[config.mk]
export PLATFORM = sky130hd
export DESIGN_NAME = seq_alu
export DESIGN_NICKNAME = d
export VERILOG_FILES = /design/src/rtl/seq_alu_pkg.sv /design/src/rtl/seq_alu_mul.sv /design/src/rtl/seq_alu.sv
export SDC_FILE = /design/constraint.sdc
export NUM_CORES = 1
export LEC_CHECK = 0
export CORE_MARGIN = 2
export CORE_UTILIZATION = 60
export CTS_CLUSTER_SIZE = 25
export DETAILED_ROUTE_END_ITERATION = 8
export MAX_ROUTING_LAYER = met4
export PLACE_DENSITY_LB_ADDON = 0.08
export SKIP_CTS_REPAIR_TIMING = 1
export SYNTH_ARGS = -nofsm -noshare
export SYNTH_HDL_FRONTEND = slang
export SYNTH_SLANG_ARGS = --single-unit
export TNS_END_PERCENT = 1
[constraint.sdc]
create_clock -name clk -period 11.5 [get_ports clk]
set_clock_uncertainty 0.05 [all_clocks]
set_input_delay 1.725 -clock clk [delete_from_list [all_inputs] [get_ports clk]]
set_output_delay 1.725 -clock clk [all_outputs]
set_load 0.05 [all_outputs]
[src/rtl/seq_alu_pkg.sv]
// seq_alu_pkg: opcodes, status flag indices and FSM states for the sequential ALU
package seq_alu_pkg;

    localparam logic [3:0] OP_ADD = 4'd0;
    localparam logic [3:0] OP_ADC = 4'd1;
    localparam logic [3:0] OP_SUB = 4'd2;
    localparam logic [3:0] OP_SBC = 4'd3;
    localparam logic [3:0] OP_AND = 4'd4;
    localparam logic [3:0] OP_OR  = 4'd5;
    localparam logic [3:0] OP_XOR = 4'd6;
    localparam logic [3:0] OP_INV = 4'd7;
    localparam logic [3:0] OP_TWC = 4'd8;
    localparam logic [3:0] OP_INC = 4'd9;
    localparam logic [3:0] OP_DEC = 4'd10;
    localparam logic [3:0] OP_LSR = 4'd11;
    localparam logic [3:0] OP_ASR = 4'd12;
    localparam logic [3:0] OP_MUL = 4'd13;
    localparam logic [3:0] OP_SEF = 4'd14;
    localparam logic [3:0] OP_CLF = 4'd15;

    localparam int FLG_Z = 0;
    localparam int FLG_N = 1;
    localparam int FLG_C = 2;
    localparam int FLG_V = 3;

    typedef enum logic [1:0] {
        ST_IDLE,
        ST_MUL_RUN,
        ST_FIN
    } state_t;

endpackage

[src/rtl/seq_alu_mul.sv]
// seq_alu_mul: WIDTH-cycle unsigned shift-add multiplier.
// done is high during the final step; product then already includes that step.
module seq_alu_mul #(
    parameter int WIDTH = 16
) (
    input  logic                 clk,
    input  logic                 reset,
    input  logic                 go,
    input  logic [WIDTH-1:0]     a,
    input  logic [WIDTH-1:0]     b,
    output logic                 busy,
    output logic                 done,
    output logic [2*WIDTH-1:0]   product
);

    localparam int CW = (WIDTH > 1) ? $clog2(WIDTH) : 1;

    logic [2*WIDTH-1:0] r_mc;
    logic [2*WIDTH-1:0] r_acc;
    logic [WIDTH-1:0]   r_mp;
    logic [CW-1:0]      r_cnt;
    logic               r_busy;

    assign busy    = r_busy;
    assign done    = r_busy && (r_cnt == CW'(WIDTH - 1));
    assign product = r_acc + (r_mp[0] ? r_mc : '0);

    always_ff @(posedge clk or posedge reset) begin
        if (reset) begin
            r_mc   <= '0;
            r_acc  <= '0;
            r_mp   <= '0;
            r_cnt  <= '0;
            r_busy <= 1'b0;
        end else if (go && !r_busy) begin
            r_mc   <= {{WIDTH{1'b0}}, a};
            r_acc  <= '0;
            r_mp   <= b;
            r_cnt  <= '0;
            r_busy <= 1'b1;
        end else if (r_busy) begin
            r_acc  <= product;
            r_mc   <= r_mc << 1;
            r_mp   <= r_mp >> 1;
            r_cnt  <= r_cnt + CW'(1);
            r_busy <= !done;
        end
    end

endmodule

[src/rtl/seq_alu.sv]
// seq_alu: registered ALU with start/busy/done handshake, status register
// and a multi-cycle multiplier producing a double-width product.
module seq_alu
    import seq_alu_pkg::*;
#(
    parameter int WIDTH = 16,
    parameter int SR_W  = 8
) (
    input  logic                    clk,
    input  logic                    reset,
    input  logic                    start,
    input  logic [3:0]              op,
    input  logic [WIDTH-1:0]        a,
    input  logic [WIDTH-1:0]        b,
    input  logic [$clog2(SR_W)-1:0] flag_sel,
    input  logic                    status_load,
    input  logic [SR_W-1:0]         status_in,
    output logic                    busy,
    output logic                    done,
    output logic [WIDTH-1:0]        result_lo,
    output logic [WIDTH-1:0]        result_hi,
    output logic [SR_W-1:0]         status
);

    state_t              r_state;
    logic                r_done;
    logic [WIDTH-1:0]    r_lo;
    logic [WIDTH-1:0]    r_hi;
    logic [SR_W-1:0]     r_status;

    logic [WIDTH-1:0]    w_bx;
    logic                w_cin;
    logic [WIDTH:0]      w_arith;
    logic [WIDTH:0]      w_res;
    logic                w_av;
    logic                w_fs_ok;
    logic [SR_W-1:0]     w_st;
    logic [SR_W-1:0]     w_mul_st;
    logic                w_mul_go;
    logic                w_mul_busy;
    logic                w_mul_done;
    logic [2*WIDTH-1:0]  w_prod;

    assign busy      = w_mul_busy;
    assign done      = r_done;
    assign result_lo = r_lo;
    assign result_hi = r_hi;
    assign status    = r_status;
    assign w_mul_go  = (r_state == ST_IDLE) && start && (op == OP_MUL);

    seq_alu_mul #(.WIDTH(WIDTH)) u_mul (
        .clk     (clk),
        .reset   (reset),
        .go      (w_mul_go),
        .a       (a),
        .b       (b),
        .busy    (w_mul_busy),
        .done    (w_mul_done),
        .product (w_prod)
    );

    // Bit WIDTH of w_res carries C: adder carry-out, or the shifted-out a[0]
    always_comb begin
        w_bx    = (op == OP_SUB || op == OP_SBC) ? ~b : b;
        w_cin   = op == OP_ADD ? 1'b0 : op == OP_SUB ? 1'b1 : r_status[FLG_C];
        w_arith = {1'b0, a} + {1'b0, w_bx} + {{WIDTH{1'b0}}, w_cin};
        w_av    = (a[WIDTH-1] == w_bx[WIDTH-1]) && (w_arith[WIDTH-1] != a[WIDTH-1]);
        w_fs_ok = 32'(flag_sel) < SR_W;
        w_res   = '0;
        case (op)
            OP_ADD, OP_ADC, OP_SUB, OP_SBC: w_res = w_arith;
            OP_AND:  w_res = {1'b0, a & b};
            OP_OR:   w_res = {1'b0, a | b};
            OP_XOR:  w_res = {1'b0, a ^ b};
            OP_INV:  w_res = {1'b0, ~a};
            OP_TWC:  w_res = {1'b0, ~a} + (WIDTH+1)'(1);
            OP_INC:  w_res = {1'b0, a} + (WIDTH+1)'(1);
            OP_DEC:  w_res = {1'b0, a} + {1'b0, {WIDTH{1'b1}}};
            OP_LSR:  w_res = {a[0], 1'b0, a[WIDTH-1:1]};
            OP_ASR:  w_res = {a[0], a[WIDTH-1], a[WIDTH-1:1]};
            default: w_res = '0;
        endcase
        w_st = r_status;
        if (!(op inside {OP_MUL, OP_SEF, OP_CLF})) begin
            w_st[FLG_Z] = (w_res[WIDTH-1:0] == '0);
            w_st[FLG_N] = w_res[WIDTH-1];
        end
        if (op inside {OP_ADD, OP_ADC, OP_SUB, OP_SBC, OP_TWC, OP_INC, OP_DEC, OP_LSR, OP_ASR})
            w_st[FLG_C] = w_res[WIDTH];
        if (op inside {OP_ADD, OP_ADC, OP_SUB, OP_SBC})
            w_st[FLG_V] = w_av;
        if (op == OP_SEF && w_fs_ok)
            w_st[flag_sel] = 1'b1;
        if (op == OP_CLF && w_fs_ok)
            w_st[flag_sel] = 1'b0;
        w_mul_st        = r_status;
        w_mul_st[FLG_Z] = (w_prod == '0);
        w_mul_st[FLG_N] = w_prod[2*WIDTH-1];
        w_mul_st[FLG_C] = 1'b0;
        w_mul_st[FLG_V] = (w_prod[2*WIDTH-1:WIDTH] != '0);
    end

    always_ff @(posedge clk or posedge reset) begin
        if (reset) begin
            r_state  <= ST_IDLE;
            r_done   <= 1'b0;
            r_lo     <= '0;
            r_hi     <= '0;
            r_status <= '0;
        end else begin
            r_done <= 1'b0;
            case (r_state)
                ST_IDLE: begin
                    if (start && op == OP_MUL) begin
                        r_state <= ST_MUL_RUN;
                    end else if (start) begin
                        r_state  <= ST_FIN;
                        r_done   <= 1'b1;
                        r_status <= w_st;
                        if (op != OP_SEF && op != OP_CLF) begin
                            r_lo <= w_res[WIDTH-1:0];
                            r_hi <= '0;
                        end
                    end else if (status_load) begin
                        r_status <= status_in;
                    end
                end
                ST_MUL_RUN: begin
                    if (w_mul_done) begin
                        r_state  <= ST_FIN;
                        r_done   <= 1'b1;
                        r_lo     <= w_prod[WIDTH-1:0];
                        r_hi     <= w_prod[2*WIDTH-1:WIDTH];
                        r_status <= w_mul_st;
                    end
                end
                default: r_state <= ST_IDLE;
            endcase
        end
    end

endmodule

==> parameters.txt <==
Parameter                              Value

Run status
  Status ... complete, no violations

Run
  Max-capacitance violation count ... 0

Cells and area
  Post-route cell area ... 12200 µm²
  Register area ... 3210 µm²
  Fill cell instance count of the final layout ... 1425
  Number of nets in the layout ... 1501
  Non-filler instance count after layout ... 1603
  Ratio of cells with drive above 1 in the final layout ... 5.66%
  Combined area of the multi-input logic cells ... 6940 µm²
  Antenna cell count ... 0
  Area growth from synthesis to final layout ... 14.9%

Hold path
  Tightest Hold Check Type ... flop to flop

Synth
  Seq cells post-synth ... 128
  Count of synthesis-stage warnings from yosys ... 0
  Post-synthesis cell count ... 1322
  Top_reg_cell synth ... sky130_fd_sc_hd__dfrtp_1
  Synthesized area per cell ... 8.05 µm²
  Net count after synthesis ... 1457
  Cell area after synthesis ... 10600 µm²
  Share of async-settable or async-resettable flops after synthesis ... 100%
  Number of enable-type register cells in the synthesized netlist ... 0
  Portion of the post-synthesis area used by sequential elements ... 30.1%
  Distinct cell type count of the synthesized netlist ... 83

Route
  Highest Signal Layer ... met4
  Met3 routed wirelength ... 2260 µm
  Violation count after the first detailed-route iteration ... 1023
  Final ANT Viol Nets ... 0
  Detail-routed net length per standard cell ... 20.4 µm
  Detailed route wirelength on metal2 ... 15200 µm
  Remaining design rule violation count ... 0
  Final routed wirelength across all metal layers ... 32700 µm
  Mean number of vias per cell ... 6.55
  Routed via count ... 10501
  Iteration count of the initial detailed-routing pass ... 7
  Metal-1 WL ... 14100 µm

Clock tree
  TritonCTS Buffers ... 17
  Clock root buffer ... sky130_fd_sc_hd__clkbuf_16
  Clock Path Buffers ... 2
  Clock sink count ... 128
  H-tree levels ... 4
  Latest clock arrival within the worst-skew pair ... 0.42 ns
  Clock tree from TritonCTS ... built
  Clock transition at the registers of the reported paths ... 0.06 ns

Worst setup path
  Delay of the slowest cell on the worst path ... 0.77 ns
  Critical path data arrival time ... 6.92 ns
  Cell with the biggest individual delay on the critical path ... sky130_fd_sc_hd__and2_1
  Cell Chain, Critical Path ... clkdlybuf4s50_1 > nor2_1 > buf_4 > and2_1 > xnor2_1 > fa_1 > fa_1 > a21o_1 > a221oi_1 > o31a_1 > o21ai_0 > a21o_1 > mux2i_1 > nand3_1 > a2111oi_0 > a31oi_1 > o31ai_1
  Crit-path max FO ... 18
  Path type of the worst setup path ... primary input to flop
  CP bufs+invs ... 2
  Required @ worst endpoint ... 11.76 ns
  Delay-heaviest family, CP ... compound AO/OA/AOI/OAI gates
  Kind of capture point of the worst setup path ... flop
  Kind of launch point of the worst setup path ... primary input

STA
  Max-slew violation count ... 0
  Tcrit/Tclk final ... 57.9%
  Tmin final ... 6.66 ns
  Highest Clock Rate ... 150 MHz
  Setup repair after global routing missed its margin ... false
  Aggregate negative setup slack ... 0 ns
  Final setup violation count ... 0
  Worst Tran Pin Value ... 1.18 ns
  Worst hold slack after final layout ... 0.436 ns
  Final number of hold-violating endpoints ... 0
  Slew headroom ... 20.9%

Place
  Instance count after placement with tap cells included ... 1572
  Port-buffer cells ... 92
  DPL Wire Length ... 24300 µm
  Final Wtd Congestion ... 1.00
  Placed cell areas ... 11700 µm²

Pwr
  IR Drop Worst-Case VDD ... 184 µV
  Static Leak ... 5.27 nW
  Power per cell area ... 174 nW/µm²

Die
  Row Count ... 48
  Number of ports placed on the die boundary ... 93
  Core Footprint ... 17300 µm²
  Die outline width ... 137 µm
  Initial Utilization ... 61.5%
  Vertical extent of the die ... 137 µm
  Total die area ... 18800 µm²

Global routing
  Overall track demand over capacity in global routing ... 36.2%
  Congestion Overflow GR ... 0
  Antenna violations before repair ... 0
  Number of global-route vias before repair ... 9647
  First-pass GRT wire length ... 51200 µm
  Largest net degree at the start of global routing ... 85
## power by group
| part | internal [W] | switching [W] | leakage, nW | total (W) |
|---|---|---|---|---|
| clock | 0.000318 | 0.000211 | 0.265 | 0.000529 |
| combinational | 0.000314 | 0.000552 | 3.31 | 0.000867 |
| sequential | 0.000590 | 0.000143 | 1.70 | 0.000732 |
## cell families (layout without fill, tap and decap cells)
kind of cell / after synthesis / count (layout) / synth area share, %
simple gates: 452 / 452 / 20.4
compound gates: 437 / 437 / 26.8
buf+inv: 133 / 189 / 4.83
flops: 128 / 128 / 30.1
fa+ha+maj: 84 / 84 / 10.1
xor+xnor: 76 / 76 / 6.26
mux: 12 / 12 / 1.51
## flip-flops by register name, summed over array words and instances, names as in the netlist
register     count
u_mul.r_acc     32
u_mul.r_mc      32
result_hi       16
result_lo       16
u_mul.r_mp      16
status           8
u_mul.r_cnt      4
r_state          2
done             1
u_mul.busy       1
## placed cells by master, fill, tap and decap left out, types with 8 or more instances in the layout
cell type	n
sky130_fd_sc_hd__and3_1	9
sky130_fd_sc_hd__a21o_1	18
sky130_fd_sc_hd__inv_1	49
sky130_fd_sc_hd__clkbuf_16	17
sky130_fd_sc_hd__o211ai_1	20
sky130_fd_sc_hd__a31oi_1	10
sky130_fd_sc_hd__nand2b_1	11
sky130_fd_sc_hd__xor2_1	16
sky130_fd_sc_hd__o22ai_1	11
sky130_fd_sc_hd__buf_4	13
sky130_fd_sc_hd__nand4_1	10
sky130_fd_sc_hd__clkdlybuf4s50_1	92
sky130_fd_sc_hd__o21a_1	11
sky130_fd_sc_hd__nor2_1	91
sky130_fd_sc_hd__nand2_1	182
sky130_fd_sc_hd__a22o_1	21
sky130_fd_sc_hd__nor3_1	29
sky130_fd_sc_hd__a21oi_1	104
sky130_fd_sc_hd__xnor2_1	60
sky130_fd_sc_hd__ha_1	81
sky130_fd_sc_hd__a221oi_1	9
sky130_fd_sc_hd__a22oi_1	12
sky130_fd_sc_hd__dfrtp_1	127
sky130_fd_sc_hd__o21ai_0	128
sky130_fd_sc_hd__nand3_1	21
sky130_fd_sc_hd__nor4_1	13
sky130_fd_sc_hd__a211oi_1	16
sky130_fd_sc_hd__and2_1	37
sky130_fd_sc_hd__o21ai_1	8
## synth_stat cells, types with 6 or more instances
| cell | count | area [µm²] |
|---|---|---|
| sky130_fd_sc_hd__a222oi_1 | 7 | 70.1 |
| sky130_fd_sc_hd__nand3_1 | 22 | 110 |
| sky130_fd_sc_hd__nor2b_1 | 6 | 37.5 |
| sky130_fd_sc_hd__o22ai_1 | 11 | 68.8 |
| sky130_fd_sc_hd__nand2_1 | 182 | 683 |
| sky130_fd_sc_hd__a31oi_1 | 10 | 62.6 |
| sky130_fd_sc_hd__o21ai_1 | 8 | 40.0 |
| sky130_fd_sc_hd__nor4_1 | 13 | 81.3 |
| sky130_fd_sc_hd__ha_1 | 81 | 1010 |
| sky130_fd_sc_hd__mux2i_1 | 7 | 70.1 |
| sky130_fd_sc_hd__a22oi_1 | 12 | 90.1 |
| sky130_fd_sc_hd__or2_2 | 7 | 43.8 |
| sky130_fd_sc_hd__o21bai_1 | 6 | 45.0 |
| sky130_fd_sc_hd__o21ai_0 | 128 | 641 |
| sky130_fd_sc_hd__o31ai_1 | 6 | 45.0 |
| sky130_fd_sc_hd__a211oi_1 | 16 | 120 |
| sky130_fd_sc_hd__a22o_1 | 21 | 184 |
| sky130_fd_sc_hd__and3_1 | 9 | 56.3 |
| sky130_fd_sc_hd__o21a_1 | 11 | 82.6 |
| sky130_fd_sc_hd__xor2_1 | 16 | 140 |
| sky130_fd_sc_hd__nor2_1 | 91 | 342 |
| sky130_fd_sc_hd__a21o_1 | 18 | 135 |
| sky130_fd_sc_hd__xnor2_1 | 60 | 526 |
| sky130_fd_sc_hd__dfrtp_1 | 128 | 3200 |
| sky130_fd_sc_hd__nand4_1 | 10 | 62.6 |
| sky130_fd_sc_hd__inv_1 | 50 | 188 |
| sky130_fd_sc_hd__nor3_1 | 29 | 145 |
| sky130_fd_sc_hd__o211ai_1 | 20 | 150 |
| sky130_fd_sc_hd__a221oi_1 | 9 | 78.8 |
| sky130_fd_sc_hd__a21oi_1 | 104 | 521 |
| sky130_fd_sc_hd__buf_2 | 6 | 30.0 |
| sky130_fd_sc_hd__nand2b_1 | 11 | 68.8 |
| sky130_fd_sc_hd__and2_1 | 37 | 231 |
| sky130_fd_sc_hd__clkbuf_1 | 70 | 263 |
## stage by stage
stage                     power [W]  setup slack (ns)  util [%]
final                       0.00213              4.84      70.7
after detailed placement    0.00158              4.49      67.4
after global placement      0.00156              4.62      67.4
after global routing        0.00225              4.29      70.7
after CTS                   0.00212              4.91      70.7
after floorplan             0.00132              5.79         -
## area by class of cell
| cell class | instances | area share (%) |
|---|---|---|
| multi-input combinational | 1061 | 56.8 |
| sequential | 128 | 26.2 |
| timing repair buffer | 105 | 8.33 |
| clock buffer | 18 | 3.51 |
| tap | 225 | 2.30 |
| inverter | 53 | 1.65 |
| clock inverter | 13 | 1.14 |
## final timing paths
| check | startpoint | endpoint | slack (ns) | depth (start not counted) |
|---|---|---|---|---|
| max | op[2] | status[0] | 4.84 | 17 |
| min | u_mul.r_mp[6] | u_mul.r_mp[5] | 0.44 | 2 |
| max reg2reg | u_mul.r_mp[0] | status[0] | 6.93 | 13 |
| min reg2reg | u_mul.r_mp[6] | u_mul.r_mp[5] | 0.44 | 2 |
| max in group asynchronous | reset | u_mul.busy | 8.11 | 3 |
| min in group asynchronous | reset | status[1] | 1.77 | 2 |
## worst reg2reg max path, stage by stage, from the launching register on
cell and delay (ns):
sky130_fd_sc_hd__dfrtp_1 0.74, sky130_fd_sc_hd__and2_1 0.32, sky130_fd_sc_hd__ha_1 0.24, sky130_fd_sc_hd__fa_1 0.47, sky130_fd_sc_hd__a211oi_2 0.23, sky130_fd_sc_hd__o211ai_1 0.22
sky130_fd_sc_hd__a211oi_2 0.43, sky130_fd_sc_hd__o31ai_1 0.15, sky130_fd_sc_hd__xor2_1 0.21, sky130_fd_sc_hd__or4_1 0.56, sky130_fd_sc_hd__nor2_1 0.12, sky130_fd_sc_hd__and4b_1 0.20
sky130_fd_sc_hd__nand4bb_1 0.21, sky130_fd_sc_hd__o31ai_1 0.31
## layer usage
metal / track usage [%] / vias up
li1: - / 4886
met1: 46.7 / 5004
met2: 57.2 / 511
met3: 5.44 / 100
met4: 14.4 / 0
met5: - / -
Power figures use the tool's default switching activity.
